`config.mk`:
```
export PLATFORM = sky130hd
export DESIGN_NAME = adder_nbit
export DESIGN_NICKNAME = d
export VERILOG_FILES = /design/src/rtl/adder_nbit_pkg.sv /design/src/rtl/adder_nbit_full_adder_1bit.sv /design/src/rtl/adder_nbit.sv
export SDC_FILE = /design/constraint.sdc
export NUM_CORES = 1
export LEC_CHECK = 0
export CAP_MARGIN = 10
export CORE_UTILIZATION = 38
export CTS_CLUSTER_SIZE = 12
export DETAILED_ROUTE_END_ITERATION = 12
export PLACE_DENSITY = 0.87
export SYNTH_ARGS = -nofsm -noshare
export SYNTH_HDL_FRONTEND = slang
export SYNTH_HIERARCHICAL = 1
export SYNTH_SLANG_ARGS = --single-unit
```
`constraint.sdc`:
```
create_clock -name clk -period 0.85 [get_ports clk]
set_input_delay 0.17 -clock clk [delete_from_list [all_inputs] [get_ports clk]]
set_output_delay 0.17 -clock clk [all_outputs]
set_load 0.05 [all_outputs]
```
`src/rtl/adder_nbit_pkg.sv`:
```
// ----------------------------------------------------------------------------
// adder_nbit_pkg
// Shared constants for the registered N-bit adder and its carry-chain cell.
// No ports; imported by adder_nbit and full_adder_1bit.
// ----------------------------------------------------------------------------
package adder_nbit_pkg;

    // Operand width used when the instantiating design does not override N.
    localparam int DEFAULT_ADDER_WIDTH = 10;

    // Widest operand the adder is intended to be built with.
    localparam int MAX_ADDER_WIDTH = 64;

endpackage : adder_nbit_pkg

```
`src/rtl/adder_nbit_full_adder_1bit.sv`:
```
// ----------------------------------------------------------------------------
// full_adder_1bit
// One-bit full adder; the cell the ripple carry chain is built from.
// Ports:
//   x, y  : operand bits
//   cin   : carry in from the next-lower bit
//   s     : sum bit
//   cout  : carry out to the next-higher bit
// ----------------------------------------------------------------------------
module full_adder_1bit
    import adder_nbit_pkg::*;
(
    input  logic x,
    input  logic y,
    input  logic cin,
    output logic s,
    output logic cout
);

    logic prop_s;

    // Propagate term is shared by the sum and the carry.
    assign prop_s = x ^ y;
    assign s      = prop_s ^ cin;
    assign cout   = (x & y) | (cin & prop_s);

endmodule : full_adder_1bit

```
`src/rtl/adder_nbit.sv`:
```
// ----------------------------------------------------------------------------
// adder_nbit
// Unsigned N-bit adder with a full N+1-bit registered result (carry-out kept
// in sum[N]) and a valid flag that travels with the data. Latency 1 cycle,
// throughput 1 per cycle, no back-pressure.
// Ports:
//   clk       : rising-edge clock
//   rst_n     : asynchronous active-low reset (clears sum and out_valid)
//   in_valid  : a/b are valid this cycle
//   a, b      : unsigned N-bit operands
//   out_valid : sum holds a new result this cycle
//   sum       : registered a+b, N+1 bits
// ----------------------------------------------------------------------------
module adder_nbit
    import adder_nbit_pkg::*;
#(
    parameter int N = DEFAULT_ADDER_WIDTH
) (
    input  logic         clk,
    input  logic         rst_n,
    input  logic         in_valid,
    input  logic [N-1:0] a,
    input  logic [N-1:0] b,
    output logic         out_valid,
    output logic [N:0]   sum
);

    logic [N:0]   carry_s;
    logic [N-1:0] sum_bits_s;
    logic [N:0]   sum_r;
    logic         out_valid_r;

    // Carry chain starts with no carry-in.
    assign carry_s[0] = 1'b0;

    // Ripple chain of full adders; the final carry becomes the result MSB.
    for (genvar i = 0; i < N; i++) begin : g_ripple
        full_adder_1bit u_fa (
            .x    (a[i]),
            .y    (b[i]),
            .cin  (carry_s[i]),
            .s    (sum_bits_s[i]),
            .cout (carry_s[i+1])
        );
    end

    // Result register: loads only on valid so unknown operands on idle cycles
    // never reach the output; the valid flag follows in_valid every cycle.
    always_ff @(posedge clk or negedge rst_n) begin
        if (!rst_n) begin
            sum_r       <= '0;
            out_valid_r <= 1'b0;
        end else begin
            out_valid_r <= in_valid;
            if (in_valid) begin
                sum_r <= {carry_s[N], sum_bits_s};
            end else begin
                sum_r <= sum_r;
            end
        end
    end

    assign sum       = sum_r;
    assign out_valid = out_valid_r;

endmodule : adder_nbit

```
### After elaboration in Yosys (flattened, before gate mapping)

Cells that the tools add are included.

| operators by class | value |
|---|---|
| reduce and logical (&&, ||, !) cells | 0 |
| bitwise gates (word level) | 47 |
| shifts and indexed selects | 0 |
| multipliers | 0 |
| magnitude comparators | 0 |
| muxes and demuxes | 0 |
| divide/modulo/power cells | 0 |
| add/sub/neg operators | 0 |
| equality and inequality tests | 0 |

Operators by type and width:

| kind | count |
|---|---|
| $and 1x1->1 | 19 |
| $xor 1x1->1 | 19 |
| $or 1x1->1 | 9 |

| storage, ports and cells | value |
|---|---|
| memories | 0 |
| word-level logic and storage cells | 49 |
| flip-flop bits (word level) | 12 |
| bits in read-only memories | 0 |
| memory bits (writable) | 0 |
| bits in latches | 0 |

### Depth between registers and ports, before layout

Gate-level depths: netlist of the first run.

| logic depth | value |
|---|---|
| depth after elaboration | 19 |
| mapped depth | 11 |

### Modules after synthesis

The synthesis of the first run kept the hierarchy.

Modules (own cells, without submodules):

| module | cells an instance | area an instance (um^2) | times used |
|---|---|---|---|
| adder_nbit | 25 | 476.7 | 1 |
| full_adder_1bit | 1 | 20.0 | 10 |

### Least setup slack after synthesis of the first run

OpenSTA, ideal clock, no wires.

| path | value |
|---|---|
| path type | in2reg |
| from | in b[0] |
| to | reg sum_r[9], in the netlist sum[9] |
| slack | -3578 ps |
| stages on the path | 11 |
| path buffers | 0 |
| arrival | 4303 ps |
| required time | 725 ps |
| cell sequence | fa_1 fa_1 fa_1 fa_1 fa_1 fa_1 fa_1 fa_1 fa_1 fa_1 mux2_4 |

| between the ends | value |
|---|---|
| word-level cells in the longest chain between the ends | 18 |

Ends and longest elaborated chain:

| item | RTL line | RTL |
|---|---|---|
| start: declaration | adder_nbit.sv:23 | `input logic [N-1:0] b,` |
| $and 1x1->1 (2 in series) | adder_nbit_full_adder_1bit.sv:25 | `assign cout = (x & y) \| (cin & prop_s);` |
| $or 1x1->1 | adder_nbit_full_adder_1bit.sv:25 |  |
| named net carry_s[2] | adder_nbit.sv:28 | `logic [N:0] carry_s;` |
| $and 1x1->1 | adder_nbit_full_adder_1bit.sv:25 |  |
| $or 1x1->1 | adder_nbit_full_adder_1bit.sv:25 |  |
| named net carry_s[3] | adder_nbit.sv:28 |  |
| $and 1x1->1 | adder_nbit_full_adder_1bit.sv:25 |  |
| $or 1x1->1 | adder_nbit_full_adder_1bit.sv:25 |  |
| named net carry_s[4] | adder_nbit.sv:28 |  |
| [... 2 more ...] | n/a |  |
| named net carry_s[5] | adder_nbit.sv:28 |  |
| [... 2 more ...] | n/a |  |
| named net carry_s[6] | adder_nbit.sv:28 |  |
| [... 2 more ...] | n/a |  |
| named net carry_s[7] | adder_nbit.sv:28 |  |
| $and 1x1->1 | adder_nbit_full_adder_1bit.sv:25 |  |
| $or 1x1->1 | adder_nbit_full_adder_1bit.sv:25 |  |
| named net carry_s[8] | adder_nbit.sv:28 |  |
| $and 1x1->1 | adder_nbit_full_adder_1bit.sv:25 |  |
| $or 1x1->1 | adder_nbit_full_adder_1bit.sv:25 |  |
| named net carry_s[9] | adder_nbit.sv:28 |  |
| $xor 1x1->1 | adder_nbit_full_adder_1bit.sv:24 | `assign s = prop_s ^ cin;` |
| named net sum_bits_s[9] | adder_nbit.sv:29 | `logic [N-1:0] sum_bits_s;` |
| end signal: assignment | adder_nbit.sv:56 | `sum_r <= {carry_s[N], sum_bits_s};` |
| end signal: assignment | adder_nbit.sv:58 | `sum_r <= sum_r;` |
| end: declaration | adder_nbit.sv:30 | `logic [N:0] sum_r;` |

The timed path passes the listed nets, and every way through them passes these cells.
A chain may end at the register's enable or synchronous reset.

### Worst setup path in the final report of the first run

| path | value |
|---|---|
| from | in a[0] |
| to | reg sum_r[9], in the netlist sum[9] |

| between the ends | value |
|---|---|
| word-level cells in the longest chain between the ends | 18 |

Ends and longest elaborated chain:

| item | RTL line | RTL |
|---|---|---|
| start: declaration | adder_nbit.sv:22 | `input logic [N-1:0] a,` |
| $and 1x1->1 | adder_nbit_full_adder_1bit.sv:25 |  |
| named net carry_s[1] | adder_nbit.sv:28 |  |
| $and 1x1->1 | adder_nbit_full_adder_1bit.sv:25 |  |
| $or 1x1->1 | adder_nbit_full_adder_1bit.sv:25 |  |
| named net carry_s[2] | adder_nbit.sv:28 |  |
| $and 1x1->1 | adder_nbit_full_adder_1bit.sv:25 |  |
| $or 1x1->1 | adder_nbit_full_adder_1bit.sv:25 |  |
| named net carry_s[3] | adder_nbit.sv:28 |  |
| [... 2 more ...] | n/a |  |
| named net carry_s[4] | adder_nbit.sv:28 |  |
| [... 2 more ...] | n/a |  |
| named net carry_s[5] | adder_nbit.sv:28 |  |
| [... 2 more ...] | n/a |  |
| named net carry_s[6] | adder_nbit.sv:28 |  |
| [... 2 more ...] | n/a |  |
| named net carry_s[7] | adder_nbit.sv:28 |  |
| $and 1x1->1 | adder_nbit_full_adder_1bit.sv:25 |  |
| $or 1x1->1 | adder_nbit_full_adder_1bit.sv:25 |  |
| named net carry_s[8] | adder_nbit.sv:28 |  |
| $and 1x1->1 | adder_nbit_full_adder_1bit.sv:25 |  |
| $or 1x1->1 | adder_nbit_full_adder_1bit.sv:25 |  |
| named net carry_s[9] | adder_nbit.sv:28 |  |
| $xor 1x1->1 | adder_nbit_full_adder_1bit.sv:24 |  |
| named net sum_bits_s[9] | adder_nbit.sv:29 |  |

The timed path passes the listed nets, and every way through them passes these cells.

==> results of run 1 <==
-- worst max path at each step --
stage / cells after the start / from / end
after floorplan: 11 / b[0] / sum[9]$_DFFE_PN0P_
after global placement: 12 / b[0] / sum[9]$_DFFE_PN0P_
after detailed placement: 12 / b[0] / sum[9]$_DFFE_PN0P_
after CTS: 12 / a[0] / sum[9]$_DFFE_PN0P_
after global routing: 12 / a[0] / sum[9]$_DFFE_PN0P_
final: 12 / a[0] / sum[9]$_DFFE_PN0P_
-- cells in the mapped netlist, drive strengths merged --
| cell | n | area share (%) |
|---|---|---|
| dfrtp | 12 | 44 |
| mux2 | 11 | 24 |
| fa | 10 | 30 |
| buf | 1 | 1.7 |
| conb | 1 | 0.55 |
-- metal layers --
| layer | GRT usage [%] | wire length (um) | up-vias |
|---|---|---|---|
| met4 | 9.09 | 0 | 0 |
| met1 | 19.7 | 514 | 229 |
| met2 | 34.1 | 898 | 27 |
| met3 | 1.63 | 106 | 0 |
| li1 | - | - | 200 |
| met5 | 0 | 0 | - |
-- placed cells by master (no fill, tap or decap) --
cell              n
clkdlybuf4s50_1  17
buf_12           13
mux2_4           11
dfrtp_1          11
fa_2             10
buf_4             5
clkbuf_4          3
dlygate4sd2_1     3
buf_6             2
clkbuf_8          1
conb_1            1
buf_2             1
dfrtp_2           1
-- stage by stage --
stage	cells	util [%]	area, sq um	power, mW	TNS, ps
6_report	95	80.8	1270	2.82	-20260
5_1_grt	95	80.8	1270	2.94	-21070
4_1_cts	92	79.4	1250	2.80	-21970
3_5_place_dp	87	76.6	1210	2.31	-26220
3_3_place_gp	87	76.6	1210	2.27	-25600
2_1_floorplan	35	-	703	1.49	-19920
-- cell families after synthesis --
group / after synthesis / synth area share (%)
buffers and inverters: 1 / 1.66
multiplexers: 11 / 23.8
flip-flops: 12 / 44.4
adder cells (fa/ha/maj): 10 / 29.6
other: 1 / 0.554
-- flip-flops by register name, indices dropped and copies added, names as in the netlist --
register   cells
sum           11
out_valid      1
-- repair_timing --
item                                    4_1_cts  5_1_grt
endpoints found under the setup margin       23       22
resized for setup                            14        0
pin swaps                                    10        7
buffers inserted                              1        3
-- power groups by stage --
stage	combinational, mW	sequential [mW]	clock (mW)
floorplan	0.278	1.21	0
global placement	1.43	0.841	0
detailed placement	1.47	0.848	0
CTS	1.50	0.839	0.461
global route	1.60	0.853	0.491
finish	1.53	0.840	0.456
-- area by class of cell --
class	instances	area share [%]
Timing Repair Buffer	41	41.0
Multi-Input combinational cell	22	30.9
Sequential cell	12	23.7
Clock buffer	4	2.85
Tap cell	16	1.57
-- critical path, cell delays in order --
cell    delay (ps)
buf_6           90
fa_2           350
fa_2           350
fa_2           350
fa_2           350
fa_2           350
fa_2           360
fa_2           350
fa_2           360
fa_2           360
fa_2           440
mux2_4         260
==> impl_metrics.json, run 1 <==
{
  "combinationalPowerShare_pct": 54.1,
  "ir_drop_uv": 1250,
  "grt_overflow": 0,
  "hold_buffers": 0,
  "grt_use_total_pct": 18.0,
  "max-cap-violations": 0,
  "fmax_mhz": 250,
  "grt_pass1_vias": 529,
  "cts_sinks": 12,
  "ys_seq_area_share_pct": 44.4,
  "r2r_end": "sum[2]$_DFFE_PN0P_",
  "path_max_fanout": 1,
  "p_int_mw": 1.81,
  "rsz0062_at_grt": "true",
  "critPathCaptureType": "flip-flop",
  "fin_crit_sh_pct": 470,
  "report.final.slew_viol_count": 0,
  "syn-num-nets": 68,
  "cts_buffer_depth": 2,
  "synthDistinctLibCells": 6,
  "drive_above_1_share_pct": 59.5,
  "cts_made_buffers": 3,
  "clock-skew-final_ps": 0,
  "start_util_pct": 42.9,
  "pwr-share-clk_pct": 16.2,
  "worstPathArrival_ps": 4150,
  "die_h_um": 44.2,
  "power.density_nw_per_um2": 2220,
  "fin_ws_ps": -3150,
  "regToRegSetupSlack_ps": -100,
  "finalHoldViolCount": 0,
  "diodes": 0,
  "gp_congestion": 0.706,
  "hold-worst-slack_ps": 215,
  "wl_mm": 1.52,
  "p_leak_nw": 0.563,
  "core_area_sq_um": 1580,
  "drt_iter0_drc": 5,
  "setup_viol": 22,
  "fin_nets": 113,
  "dieWidth_um": 44.2,
  "switchingPower_mw": 1.01,
  "synth.cell_area_sq_um": 677,
  "syn2layout_area_growth_pct": 88.2,
  "clk_latency_ps": 260,
  "swShare_pct": 35.9,
  "nFillCells": 95,
  "dr_total_vias": 456,
  "ant_nets": 0,
  "io_buffers": 34,
  "critical_path_class": "input pin to flip-flop",
  "place_ws_ps": -3840,
  "die-area_sq_um": 1950,
  "path_clk_slew_ps": 90,
  "syn_avg_cell_area_sq_um": 19.3,
  "antenna_found_initial": 0,
  "ff_latch_area_sq_um": 302,
  "dr.pass1.iters": 7,
  "seqPwrFrac_pct": 29.7,
  "grt_max_degree": 13,
  "r2r_cells": 2,
  "syn_inst": 35,
  "cts_max_level": 1,
  "ys_seq_elements": 12,
  "multi_input_area_sq_um": 394,
  "synth.yosys.warnings": 6,
  "ios": 35,
  "violations": "DRC, setup timing",
  "hold_class": "input pin to async pin",
  "cts_root_buf": "clkbuf_4",
  "wl_per_cell_um": 16.0,
  "vias_per_cell": 4.80,
  "place_hpwl_mm": 1.21,
  "drc": 5,
  "rows": 14,
  "fin_crit_ps": 4000,
  "cts_tree": "built",
  "status": "complete, but fails checks",
  "critPathLaunchType": "input pin",
  "grt_pass1_wl_mm": 2.40,
  "required_ps": 1000,
  "rr_startpoint": "sum[2]$_DFFE_PN0P_"
}
(Power assumes the default switching activity.)
==> inputs of run 2 (changes only) <==
--- a/config.mk
+++ b/config.mk
@@ -5,6 +5,7 @@
 export SDC_FILE = /design/constraint.sdc
 export NUM_CORES = 1
 export LEC_CHECK = 0
+export ABC_CLOCK_PERIOD_IN_PS = 3800
 export CAP_MARGIN = 10
 export CORE_UTILIZATION = 38
 export CTS_CLUSTER_SIZE = 12
==> constraint.sdc (replaced) <==
create_clock -name clk -period 3.8 [get_ports clk]
set_input_delay 0.76 -clock clk [delete_from_list [all_inputs] [get_ports clk]]
set_output_delay 0.76 -clock clk [all_outputs]
set_load 0.01 [all_outputs]
==> impl_metrics.json, run 2 (synthesis results as in run 1) <==
{
  "status": "complete, but fails checks",
  "violations": "DRC, setup timing",
  "fin_crit_ps": 4560,
  "ir_drop_uv": 255,
  "ant_nets": 0,
  "rows": 14,
  "core_area_sq_um": 1580,
  "worst_pin_slew_ps": 746,
  "dr_total_vias": 433,
  "io_buffers": 34,
  "nFillCells": 117,
  "fin_crit_sh_pct": 120,
  "start_util_pct": 42.9,
  "grt_pass1_wl_mm": 2.30,
  "max-cap-violations": 0,
  "p_leak_nw": 0.446,
  "gp_congestion": 0.703,
  "cts_sinks": 12,
  "critical_path_class": "input pin to flip-flop",
  "relSlewSlack_pct": 50.1,
  "report.final.slew_viol_count": 0,
  "regToRegSetupSlack_ps": 3000,
  "cts_made_buffers": 3,
  "grt_use_total_pct": 17.4,
  "rsz0062_at_grt": "true",
  "met3_usage_pct": 4.90,
  "fin_nets": 106,
  "hold_class": "flip-flop to flip-flop",
  "cts_buffer_depth": 2,
  "hp-start": "sum[2]$_DFFE_PN0P_",
  "place_ws_ps": -1410,
  "rr_startpoint": "sum[6]$_DFFE_PN0P_",
  "wl_per_cell_um": 15.4,
  "drive_above_1_share_pct": 36.6,
  "dieWidth_um": 44.2,
  "clk_latency_ps": 270,
  "ios": 35,
  "hold_buffers": 0,
  "critPathCaptureType": "flip-flop",
  "place_hpwl_mm": 1.02,
  "vias_per_cell": 4.98,
  "required_ps": 3960,
  "die_h_um": 44.2,
  "crit_start": "a[0]",
  "setup_viol": 4,
  "crit_path_top_delay_cell": "fa_2",
  "cts_tree": "built",
  "critPathLaunchType": "input pin",
  "layout_commonest_cell": "clkdlybuf4s50_1",
  "antenna_found_initial": 0,
  "wl_mm": 1.34,
  "drt_iter0_drc": 11,
  "cts_root_buf": "clkbuf_4",
  "path_max_fanout": 1,
  "power_mw": 0.420,
  "diodes": 0,
  "path_clk_slew_ps": 70,
  "largest_register_ffs": 11,
  "met1_usage_pct": 21.1,
  "cts_max_level": 1,
  "finalHoldViolCount": 0,
  "grtUsageMet2_pct": 28.2,
  "dr.pass1.iters": 10,
  "setup-tns-final_ps": -1940,
  "clock-skew-final_ps": 0,
  "syn2layout_area_growth_pct": 57.7,
  "grt_max_degree": 13,
  "layout_common_cells": "30 x clkdlybuf4s50_1, 12 x dfrtp_1, 10 x mux2_4, 10 x fa_2, 3 x clkbuf_4",
  "worstPathArrival_ps": 4710,
  "power.density_nw_per_um2": 393,
  "max_stage_delay_ps": 400,
  "grt_busiest_layer": "met2",
  "path_cells": "buf_6, fa_2, fa_2, fa_2, fa_2, fa_2, fa_2, fa_2, fa_2, fa_2, fa_2, mux2_4",
  "die-area_sq_um": 1950,
  "grt_pass1_vias": 485,
  "grt_overflow": 0,
  "fin_ws_ps": -758,
  "drc": 4,
  "fmax_mhz": 219,
  "crit_top_cell": "fa_2"
}
[run 2: cell types whose count changed in the layout (fill, tap and decap cells not counted)]
cell	change
clkbuf_8	-1
clkdlybuf4s50_1	+13
dfrtp_2	-1
mux2_4	-1
buf_4	-5
dfrtp_1	+1
mux2_2	+1
buf_12	-13
dlygate4sd2_1	-1
buf_6	-1
[run 2: report_power, final]
part	leakage (nW)	internal [mW]	switching, mW
Combinational	0.292	0.115	0.0569
Sequential	0.140	0.155	0.0149
Clock	0.0138	0.0367	0.0408
[run 2: path summary, 6_finish.rpt]
check | depth (start not counted) | end
max | 12 | sum[9]$_DFFE_PN0P_
max in group asynchronous | 1 | sum[10]$_DFFE_PN0P_
min | 1 | sum[2]$_DFFE_PN0P_
min in group asynchronous | 1 | sum[3]$_DFFE_PN0P_
max reg2reg | 1 | sum[6]$_DFFE_PN0P_
min reg2reg | 1 | sum[2]$_DFFE_PN0P_
[run 2: repair_timing]
item / in CTS / in global routing
gates resized for setup: 11 / 0
pin swaps: 10 / 10
setup buffers: 0 / 0
setup endpoints to repair: 5 / 4
[run 2: area by class of cell]
cell class	count	area (sq um)	share of cell area, %
Sequential cell	12	300	28.1
Timing Repair Buffer	34	334	31.3
Multi-Input combinational cell	22	390	36.6
Clock buffer	3	22.5	2.11
Tap cell	16	20.0	1.88
[run 2: per-layer routing]
layer / vias to the layer above / share of wire [%]
li1: 189 / -
met1: 216 / 40
met2: 26 / 50
met3: 2 / 8.4
met4: 0 / 1.4
met5: - / 0
[run 2: worst max-delay path, delay by kind of cell]
family | cells | cell delay [ps]
buf+inv | 1 | 90
mux | 1 | 260
fa+ha+maj | 10 | 3600
[run 2: per-stage QoR]
stage               hold WS, ps  cells  instance area [sq um]  utilization (%)
floorplan                   464     35                    702                -
global placement            492     84                   1050             66.7
detailed placement          493     84                   1050             66.7
CTS                         516     87                   1070             67.7
global route                528     87                   1070             67.7
finish                      510     87                   1070             67.7
==> inputs of run 3 (changes only) <==
--- a/config.mk
+++ b/config.mk
@@ -7,10 +7,13 @@
 export LEC_CHECK = 0
 export ABC_CLOCK_PERIOD_IN_PS = 3800
 export CAP_MARGIN = 10
-export CORE_UTILIZATION = 38
+export CORE_UTILIZATION = 50
 export CTS_CLUSTER_SIZE = 12
 export DETAILED_ROUTE_END_ITERATION = 12
-export PLACE_DENSITY = 0.87
+export DONT_BUFFER_PORTS = 1
+export GPL_ROUTABILITY_DRIVEN = 0
+export GPL_TIMING_DRIVEN = 0
+export PLACE_DENSITY = 0.75
 export SYNTH_ARGS = -nofsm -noshare
 export SYNTH_HDL_FRONTEND = slang
 export SYNTH_HIERARCHICAL = 1
==> impl_metrics.json, run 3 (synthesis results as in run 1) <==
{
  "grt_use_total_pct": 19.3,
  "core_area_sq_um": 1190,
  "fmax_mhz": 224,
  "cts_sinks": 12,
  "dr_total_vias": 302,
  "fin_nets": 73,
  "place_hpwl_um": 881,
  "ir_drop_uv": 312,
  "drive_above_1_share_pct": 66.7,
  "diodes": 0,
  "worstPathArrival_ps": 4630,
  "cts_root_buf": "clkbuf_4",
  "largest_register_ffs": 11,
  "rows": 12,
  "setup_viol": 3,
  "wl_mm": 1.09,
  "cts_tree": "built",
  "io_buffers": 0,
  "drt_iter0_drc": 1,
  "cts_buffer_depth": 2,
  "setup-tns-final_ps": -1540,
  "post_cts_buffers": 0,
  "start_util_pct": 57.1,
  "critical_path_class": "input pin to flip-flop",
  "p_leak_nw": 0.326,
  "crit_top_cell": "fa_2",
  "instances_no_fill": 53,
  "report.final.slew_viol_count": 0,
  "die_h_um": 38.8,
  "seqPwrFrac_pct": 51.5,
  "violations": "setup timing",
  "critPathLaunchType": "input pin",
  "swShare_pct": 27.3,
  "path_clk_slew_ps": 80,
  "pwr-share-clk_pct": 27.7,
  "antenna_found_initial": 0,
  "clock-skew-final_ps": 0,
  "cp_num_buf_inv": 0,
  "critPathCaptureType": "flip-flop",
  "hold_class": "input pin to async pin",
  "max-cap-violations": 0,
  "crit_path_top_delay_cell": "fa_2",
  "vias_per_cell": 5.70,
  "layout_commonest_cell": "dfrtp_1",
  "status": "complete, but fails checks",
  "p_int_mw": 0.267,
  "dr.pass1.iters": 2,
  "fin_crit_ps": 4470,
  "dieWidth_um": 38.8,
  "grt_pass1_wl_mm": 1.68,
  "clk_latency_ps": 270,
  "fin_crit_sh_pct": 118,
  "cts_made_buffers": 3,
  "path_cells": "fa_2, fa_2, fa_2, fa_2, fa_2, fa_2, fa_2, fa_2, fa_2, fa_2, mux2_4",
  "switchingPower_mw": 0.100,
  "drc": 0,
  "finalHoldViolCount": 0,
  "syn2layout_area_growth_pct": 12.2,
  "hold_buffers": 0,
  "grt_overflow": 0,
  "fin_ws_ps": -666,
  "cts_max_level": 1,
  "wl_per_cell_um": 20.5,
  "ios": 35,
  "required_ps": 3960,
  "grt_max_degree": 13,
  "rsz0062_at_grt": "true",
  "grt_pass1_vias": 354,
  "place_inst": 49,
  "max_stage_delay_ps": 410,
  "combinationalPowerShare_pct": 20.8,
  "cpLargestDelayFamily": "adder cells",
  "layout_common_cells": "12 x dfrtp_1, 11 x mux2_4, 10 x fa_2, 3 x clkbuf_4",
  "ant_nets": 0,
  "die-area_sq_um": 1510,
  "path_max_fanout": 1,
  "power.density_nw_per_um2": 484
}
## run 3: changes by cell type in the layout (fill, tap and decap cells not counted), sizes merged
cell and delta:
clkdlybuf4s50 -30, dlygate4sd2 -2, buf -1, clkbuf +1
## run 3: per-stage QoR
stage	setup WS (ps)	utilization [%]	hold WS [ps]	power [mW]	cell area, sq um
after global routing	-722	64.0	138	0.390	759
after CTS	-699	64.0	157	0.372	759
after detailed placement	-995	60.7	465	0.266	719
final	-666	64.0	170	0.367	759
after floorplan	-849	-	464	0.247	702
after global placement	-914	60.7	465	0.258	719
## run 3: metal layers
layer	track usage (%)	part of all wire (%)
met1	19.2	36
met2	31.7	52
met3	10.4	11
met4	10.3	0
met5	0	0
## run 3: repair_timing
item,CTS,global route
endpoints found under the setup margin,3,4
pin swaps,0,1
gates resized for setup,1,0
## run 3: final timing paths
| check | start | end | slack, ps | cells past startpoint |
|---|---|---|---|---|
| hold reg to reg | sum[0]$_DFFE_PN0P_ | sum[0]$_DFFE_PN0P_ | 590 | 1 |
| setup / recovery | b[0] | sum[9]$_DFFE_PN0P_ | -670 | 11 |
| setup reg to reg | sum[7]$_DFFE_PN0P_ | sum[7]$_DFFE_PN0P_ | 2980 | 1 |
| max in group asynchronous | rst_n | sum[7]$_DFFE_PN0P_ | 3560 | 0 |
| hold / removal | rst_n | sum[0]$_DFFE_PN0P_ | 170 | 0 |
| min in group clk | in_valid | out_valid$_DFF_PN0_ | 510 | 0 |
## run 3: area by class of cell
type                            count  area (sq um)
Clock buffer                        4          36.3
Sequential cell                    12           300
Multi-Input combinational cell     22           394
Tap cell                           14          17.5
Fill cell                          82           427
Buffer                              1          11.3
## run 3: power by group through the flow
stage               registers (mW)  clock network, mW  logic (mW)
floorplan                    0.185                  0      0.0621
global placement             0.191                  0      0.0674
detailed placement           0.192                  0      0.0746
CTS                          0.190              0.104      0.0775
global route                 0.193              0.112      0.0847
finish                       0.189              0.102      0.0763
